`src/rtl/quant_ctrl.sv`:
```
// quant_ctrl: parameter and row-sequencing controller for a (de)quantizer.
//
// Flow: on start (IDLE only) the block configuration is captured and qp is
// clamped to 51. DIV then derives qp/6 and qp%6 by repeated subtraction,
// one step per cycle. On DIV exit it registers the quant or dequant
// parameters. RUN accepts one row tag per cycle from upstream and forwards
// it to the datapath. DONE lasts one cycle and returns to IDLE.
//
// Handshake: a transfer happens on a rising clk edge where valid && ready.
// Upstream: row_valid/row_ready. Downstream: out_valid/out_ready.
// While out_valid is high and out_ready is low, the issued tag
// (row_idx, row_last) holds, and no new row is accepted.
//
// Ports:
//   clk, rst (async, active-low)
//   start, qp[5:0], size[1:0], slice_type, inverse : block request/config
//   row_valid / row_ready                          : upstream row handshake
//   out_valid, row_idx[4:0], row_last / out_ready  : issued row tag
//   q_scale[15:0] s, offset[27:0] s, shift[4:0]    : quant parameters
//   qp_per[3:0], qp_rem[2:0]                       : qp/6, qp%6
//   busy, done                                     : status
//   state_dbg[1:0]                                 : current FSM state
module quant_ctrl (
    input  logic               clk,
    input  logic               rst,
    input  logic               start,
    input  logic [5:0]         qp,
    input  logic [1:0]         size,
    input  logic               slice_type,
    input  logic               inverse,
    input  logic               row_valid,
    output logic               row_ready,
    output logic               out_valid,
    output logic [4:0]         row_idx,
    output logic               row_last,
    input  logic               out_ready,
    output logic signed [15:0] q_scale,
    output logic signed [27:0] offset,
    output logic [4:0]         shift,
    output logic [3:0]         qp_per,
    output logic [2:0]         qp_rem,
    output logic               busy,
    output logic               done,
    output logic [1:0]         state_dbg
);
    typedef enum logic [1:0] {IDLE = 2'd0, DIV = 2'd1, RUN = 2'd2, DONE = 2'd3} state_e;

    state_e             state_q, state_d;
    logic [5:0]         rem_q, rem_d;
    logic [3:0]         per_q, per_d;
    logic [1:0]         size_q, size_d;
    logic               slice_q, slice_d;
    logic               inv_q, inv_d;
    logic [4:0]         cnt_q, cnt_d;
    logic               all_issued_q, all_issued_d;
    logic               out_valid_q, out_valid_d;
    logic [4:0]         row_idx_q, row_idx_d;
    logic               row_last_q, row_last_d;
    logic signed [15:0] q_scale_q, q_scale_d;
    logic signed [27:0] offset_q, offset_d;
    logic [4:0]         shift_q, shift_d;
    logic [3:0]         qp_per_q, qp_per_d;
    logic [2:0]         qp_rem_q, qp_rem_d;

    logic [1:0]  k;
    logic [4:0]  fwd_amt;
    logic [15:0] fwd_scale;
    logic [15:0] inv_base;
    logic [27:0] round_base;
    logic [4:0]  last_idx;
    logic        cnt_is_last;
    logic        accept;
    logic        drain;

    // 4<<size is 32 for size=3; computed in 6 bits so N-1 lands on 31.
    assign last_idx    = 5'((6'd4 << size_q) - 6'd1);
    assign cnt_is_last = (cnt_q == last_idx);

    assign row_ready = (state_q == RUN) && !all_issued_q && (!out_valid_q || out_ready);
    assign accept    = row_valid && row_ready;
    assign drain     = out_valid_q && out_ready;

    always_comb begin
        k          = 2'd3 - size_q;
        fwd_amt    = 5'd7 + {3'b000, k} + {1'b0, per_q};
        round_base = slice_q ? 28'd85 : 28'd171;
        case (rem_q[2:0])
            3'd0:    begin fwd_scale = 16'd26214; inv_base = 16'd40; end
            3'd1:    begin fwd_scale = 16'd23302; inv_base = 16'd45; end
            3'd2:    begin fwd_scale = 16'd20560; inv_base = 16'd51; end
            3'd3:    begin fwd_scale = 16'd18396; inv_base = 16'd57; end
            3'd4:    begin fwd_scale = 16'd16384; inv_base = 16'd64; end
            3'd5:    begin fwd_scale = 16'd14564; inv_base = 16'd72; end
            default: begin fwd_scale = 16'd0;     inv_base = 16'd0;  end
        endcase
    end

    always_comb begin
        state_d      = state_q;
        rem_d        = rem_q;
        per_d        = per_q;
        size_d       = size_q;
        slice_d      = slice_q;
        inv_d        = inv_q;
        cnt_d        = cnt_q;
        all_issued_d = all_issued_q;
        out_valid_d  = out_valid_q;
        row_idx_d    = row_idx_q;
        row_last_d   = row_last_q;
        q_scale_d    = q_scale_q;
        offset_d     = offset_q;
        shift_d      = shift_q;
        qp_per_d     = qp_per_q;
        qp_rem_d     = qp_rem_q;

        case (state_q)
            IDLE: begin
                if (start) begin
                    state_d      = DIV;
                    rem_d        = (qp > 6'd51) ? 6'd51 : qp;
                    per_d        = 4'd0;
                    size_d       = size;
                    slice_d      = slice_type;
                    inv_d        = inverse;
                    cnt_d        = 5'd0;
                    all_issued_d = 1'b0;
                end
            end
            DIV: begin
                if (rem_q >= 6'd6) begin
                    rem_d = rem_q - 6'd6;
                    per_d = per_q + 4'd1;
                end else begin
                    // Published parameters change only here, so they stay
                    // stable through RUN, DONE and the following IDLE.
                    qp_per_d = per_q;
                    qp_rem_d = rem_q[2:0];
                    if (inv_q) begin
                        shift_d   = {3'b000, size_q} + 5'd1;
                        offset_d  = 28'd1 << size_q;
                        q_scale_d = inv_base << per_q;
                    end else begin
                        shift_d   = 5'd16 + {3'b000, k} + {1'b0, per_q};
                        offset_d  = round_base << fwd_amt;
                        q_scale_d = fwd_scale;
                    end
                    state_d = RUN;
                end
            end
            RUN: begin
                if (accept) begin
                    out_valid_d = 1'b1;
                    row_idx_d   = cnt_q;
                    row_last_d  = cnt_is_last;
                    // cnt parks at N-1; all_issued blocks further accepts.
                    if (cnt_is_last) all_issued_d = 1'b1;
                    else             cnt_d        = cnt_q + 5'd1;
                end else if (drain) begin
                    out_valid_d = 1'b0;
                end
                if (drain && row_last_q) state_d = DONE;
            end
            DONE: begin
                state_d = IDLE;
            end
            default: state_d = IDLE;
        endcase
    end

    always_ff @(posedge clk or negedge rst) begin
        if (!rst) begin
            state_q      <= IDLE;
            rem_q        <= '0;
            per_q        <= '0;
            size_q       <= '0;
            slice_q      <= 1'b0;
            inv_q        <= 1'b0;
            cnt_q        <= '0;
            all_issued_q <= 1'b0;
            out_valid_q  <= 1'b0;
            row_idx_q    <= '0;
            row_last_q   <= 1'b0;
            q_scale_q    <= '0;
            offset_q     <= '0;
            shift_q      <= '0;
            qp_per_q     <= '0;
            qp_rem_q     <= '0;
        end else begin
            state_q      <= state_d;
            rem_q        <= rem_d;
            per_q        <= per_d;
            size_q       <= size_d;
            slice_q      <= slice_d;
            inv_q        <= inv_d;
            cnt_q        <= cnt_d;
            all_issued_q <= all_issued_d;
            out_valid_q  <= out_valid_d;
            row_idx_q    <= row_idx_d;
            row_last_q   <= row_last_d;
            q_scale_q    <= q_scale_d;
            offset_q     <= offset_d;
            shift_q      <= shift_d;
            qp_per_q     <= qp_per_d;
            qp_rem_q     <= qp_rem_d;
        end
    end

    assign out_valid = out_valid_q;
    assign row_idx   = row_idx_q;
    assign row_last  = row_last_q;
    assign q_scale   = q_scale_q;
    assign offset    = offset_q;
    assign shift     = shift_q;
    assign qp_per    = qp_per_q;
    assign qp_rem    = qp_rem_q;
    assign busy      = (state_q != IDLE);
    assign done      = (state_q == DONE);
    assign state_dbg = state_q;
endmodule

```
`config.mk`:
```
export PLATFORM = sky130hd
export DESIGN_NAME = quant_ctrl
export DESIGN_NICKNAME = d
export VERILOG_FILES = /design/src/rtl/quant_ctrl.sv
export SDC_FILE = /design/constraint.sdc
export NUM_CORES = 1
export LEC_CHECK = 0
export CORE_ASPECT_RATIO = 2
export CORE_MARGIN = 8
export CORE_UTILIZATION = 40
export CTS_CLUSTER_SIZE = 24
export DETAILED_ROUTE_END_ITERATION = 10
export GPL_TIMING_DRIVEN = 0
export HOLD_SLACK_MARGIN = 0.02
export SLEW_MARGIN = 25
export SYNTH_ARGS = -nofsm -noshare
export SYNTH_HDL_FRONTEND = slang
export SYNTH_SLANG_ARGS = --single-unit
```
`constraint.sdc`:
```
create_clock -name clk -period 5.9 [get_ports clk]
set_input_delay 0.885 -clock clk [delete_from_list [all_inputs] [get_ports clk]]
set_output_delay 0.885 -clock clk [all_outputs]
set_load 0.02 [all_outputs]
```
==> summary.md <==
| Metric | Value |
|---|---|
| Warnings from Yosys | 0 |
| Port Buffers | 82 |
| Number of synthesized flops with an enable pin | 0 |
| Final Cell Area | 6360 sq um |
| Setup CP Type | reg2reg |
| Yosys cell types | 64 |
| Post-DP HPWL | 11400 um |
| Die Ht | 174 um |
| Post-DP Area | 6040 sq um |
| Initial DRT Pass Iterations | 4 |
| Vias/cell | 5.63 |
| Antenna viol nets, final | 0 |
| Data arrival, critical path | 4.32 ns |
| Final Max Tran Viols | 0 |
| Primary FF master, synth | dfrtp_1 |
| Seq/Total Area, Yosys | 0.425 |
| # setup viols final | 0 |
| Vias in the first global route | 4665 |
| Core area | 12400 sq um |
| Clk_skew | 0.00962 ns |
| Multi-input gate area | 2650 sq um |
| DRC Markers | 0 |
| Hold Violations, Final | 0 |
| Hold WC Path Type | in2async |
| Pin count of the biggest net entering global routing | 47 |
| First-pass GRT wire length | 24700 um |
| Root buf cell | clkbuf_16 |
| Post-synth net total | 612 |
| CTS Buf Count | 9 |
| Max Cap Viol | 0 |
| Worst Path Max Fanout | 10 |
| Fill count | 1189 |
| Die ar. | 16600 sq um |
| Fraction of layout cells with a size suffix above 1 | 0.0610 |
| Initial Util | 0.404 |
| Post-layout minimum cycle time | 4.09 ns |
| Post-Synthesis Cells | 573 |
| Max clock buf depth | 2 |
| Setup TNS Final | 0 ns |
| Register area | 2130 sq um |
| Worst-Margin Slew | 0.932 ns |
| Worst slew margin | 0.374 |
| Outcome | complete, no violations |
| Leading area contributor after synthesis | dfrtp_1 |
| F_max | 244 MHz |
| Final #Nets | 706 |
| # hold bufs at CTS | 0 |
| Layout area overhead | 26.9% |
| Remaining Overflow, GRT | 0 |
| RSZ-0062 raised after global routing | no |
| Mapped Avg Cell Area | 8.74 sq um |
| Share of the synthesized area in the top cell type | 0.425 |
| DR WL/cell | 18.5 um |
| Top cells by area, synth | dfrtp_1 42%, nand2_1 6.0%, o21ai_0 5.7%, ha_1 5.5%, nor2_1 3.7% |
| Clock Latency Late Sink | 0.35 ns |
| CTS sink count | 85 |
| Mapped Area | 5010 sq um |
| DR iter-0 viols | 248 |
| Top cells by count, synth | 85 x dfrtp_1, 80 x nand2_1, 57 x o21ai_0 |
| N_diodes | 0 |
| Period utilization | 0.694 |
| Crit path launch type | flip-flop |
| Worst-path clk slew | 0.07 ns |
| Setup bufs post-CTS | 0 |
| Synth Register Bits | 85 |
| Vias | 4626 |
| Row count | 58 |
| FFs w/ async S/R, synth | 1.00 |
| Placer Congestion | 0.895 |
| Overall routing resource usage | 0.187 |
| Initial antenna violation count | 0 |
| Most numerous cell in the Yosys netlist | dfrtp_1 |
| I/O Pins | 83 |
| Post-CTS resize count | 0 |
| Worst IR Drop VDD | 322 uV |
| H-tree Lvls | 3 |
| Lkg Pwr | 0.00273 uW |
| Critical Path End Type | flip-flop |
| Die W | 95.1 um |
| P per Cell Area | 629 nW/um^2 |
| Final WL | 15200 um |
| TritonCTS clock tree | done |
| Required @ worst endpoint | 6.13 ns |
| Worst hold margin | 0.432 ns |
==> state kept, by name, indices dropped and copies added (netlist names) <==
| name | cells |
|---|---|
| qp_per | 4 |
| all_issued_q | 1 |
| rem_q | 6 |
| size_q | 2 |
| qp_rem | 3 |
| cnt_q | 5 |
| inv_q | 1 |
| shift | 5 |
| row_last | 1 |
| per_q | 4 |
| q_scale | 16 |
| offset | 28 |
| out_valid | 1 |
| slice_q | 1 |
| row_idx | 5 |
| state_dbg | 2 |
==> per-stage QoR <==
stage	std cells	worst slack, ns	total power (uW)	util
finish	822	1.81	4000	0.512
global route	822	1.60	4290	0.512
floorplan	573	2.68	2530	-
global placement	805	0.717	3380	0.485
detailed placement	806	1.85	3380	0.487
CTS	822	1.85	4000	0.512
==> layout make-up <==
class,count,share of cell area
Clock inverter,7,0.0136
Inverter,23,0.0136
Timing Repair Buffer,83,0.134
Tap cell,150,0.0295
Clock buffer,9,0.0354
Buffer,36,0.0226
Sequential cell,85,0.335
Multi-Input combinational cell,429,0.417
==> power breakdown <==
part,switching [uW],total (uW),leakage [uW],internal (uW)
combinational,1530,2460,0.00146,929
sequential,158,938,0.00113,780
clock,266,605,0.000151,339
==> worst paths after layout <==
kind,slack [ns],end,cells past startpoint,from
worst min register to register,0.47,q_scale[0],2,q_scale[0]
max in group asynchronous,4.91,offset[15],2,rst
worst max register to register,1.81,offset[21],13,per_q[1]
worst min-delay path,0.43,rem_q[1],1,rst
min in group clk,0.47,q_scale[0],2,q_scale[0]
worst max-delay path,1.81,offset[21],13,per_q[1]
==> layer usage <==
layer / part of all wire / global-route usage / vias up / routed length, um
met4: 0.025 / 0.0748 / 0 / 373
li1: - / - / 2221 / -
met3: 0.046 / 0.0277 / 25 / 704
met1: 0.43 / 0.235 / 2240 / 6530
met2: 0.50 / 0.309 / 140 / 7570
met5: 0 / 0 / - / 0
==> placed cells by master (no fill, tap or decap), types with 5 or more instances in the layout <==
master / n
dfrtp_1: 85
clkdlybuf4s50_1: 81
nand2_1: 80
o21ai_0: 57
nor2_1: 49
a21oi_1: 31
clkbuf_1: 26
inv_1: 22
ha_1: 22
nand3_1: 18
mux2i_1: 13
nand2b_1: 12
nor3_1: 12
nor2b_1: 9
xnor2_1: 9
clkbuf_16: 9
a211oi_1: 8
buf_2: 7
mux2_2: 7
a31oi_1: 7
and2_1: 6
nor4_1: 6
o22ai_1: 6
a21o_1: 5
o31ai_1: 5
o211ai_1: 5
==> critical path, stage by stage, from the launching register on <==
cell	delay (ns)
dfrtp_1	0.52
buf_2	0.26
buf_2	0.25
clkinv_1	0.38
ha_1	0.46
inv_1	0.05
ha_1	0.21
fa_1	0.48
clkbuf_1	0.32
buf_1	0.38
nor2_1	0.13
o211ai_1	0.19
o31ai_1	0.12
a22o_1	0.21
==> logic make-up after synthesis <==
logic type / Yosys count / synth area share
XOR/XNOR: 11 / 0.0192
multiplexers: 20 / 0.0417
AO/OA/AOI/OAI: 164 / 0.210
AND/OR/NAND/NOR: 210 / 0.195
buffers and inverters: 59 / 0.0460
adder cells (fa/ha/maj): 24 / 0.0630
flip-flops: 85 / 0.425
Note: power is estimated with default switching activity, not from simulation.
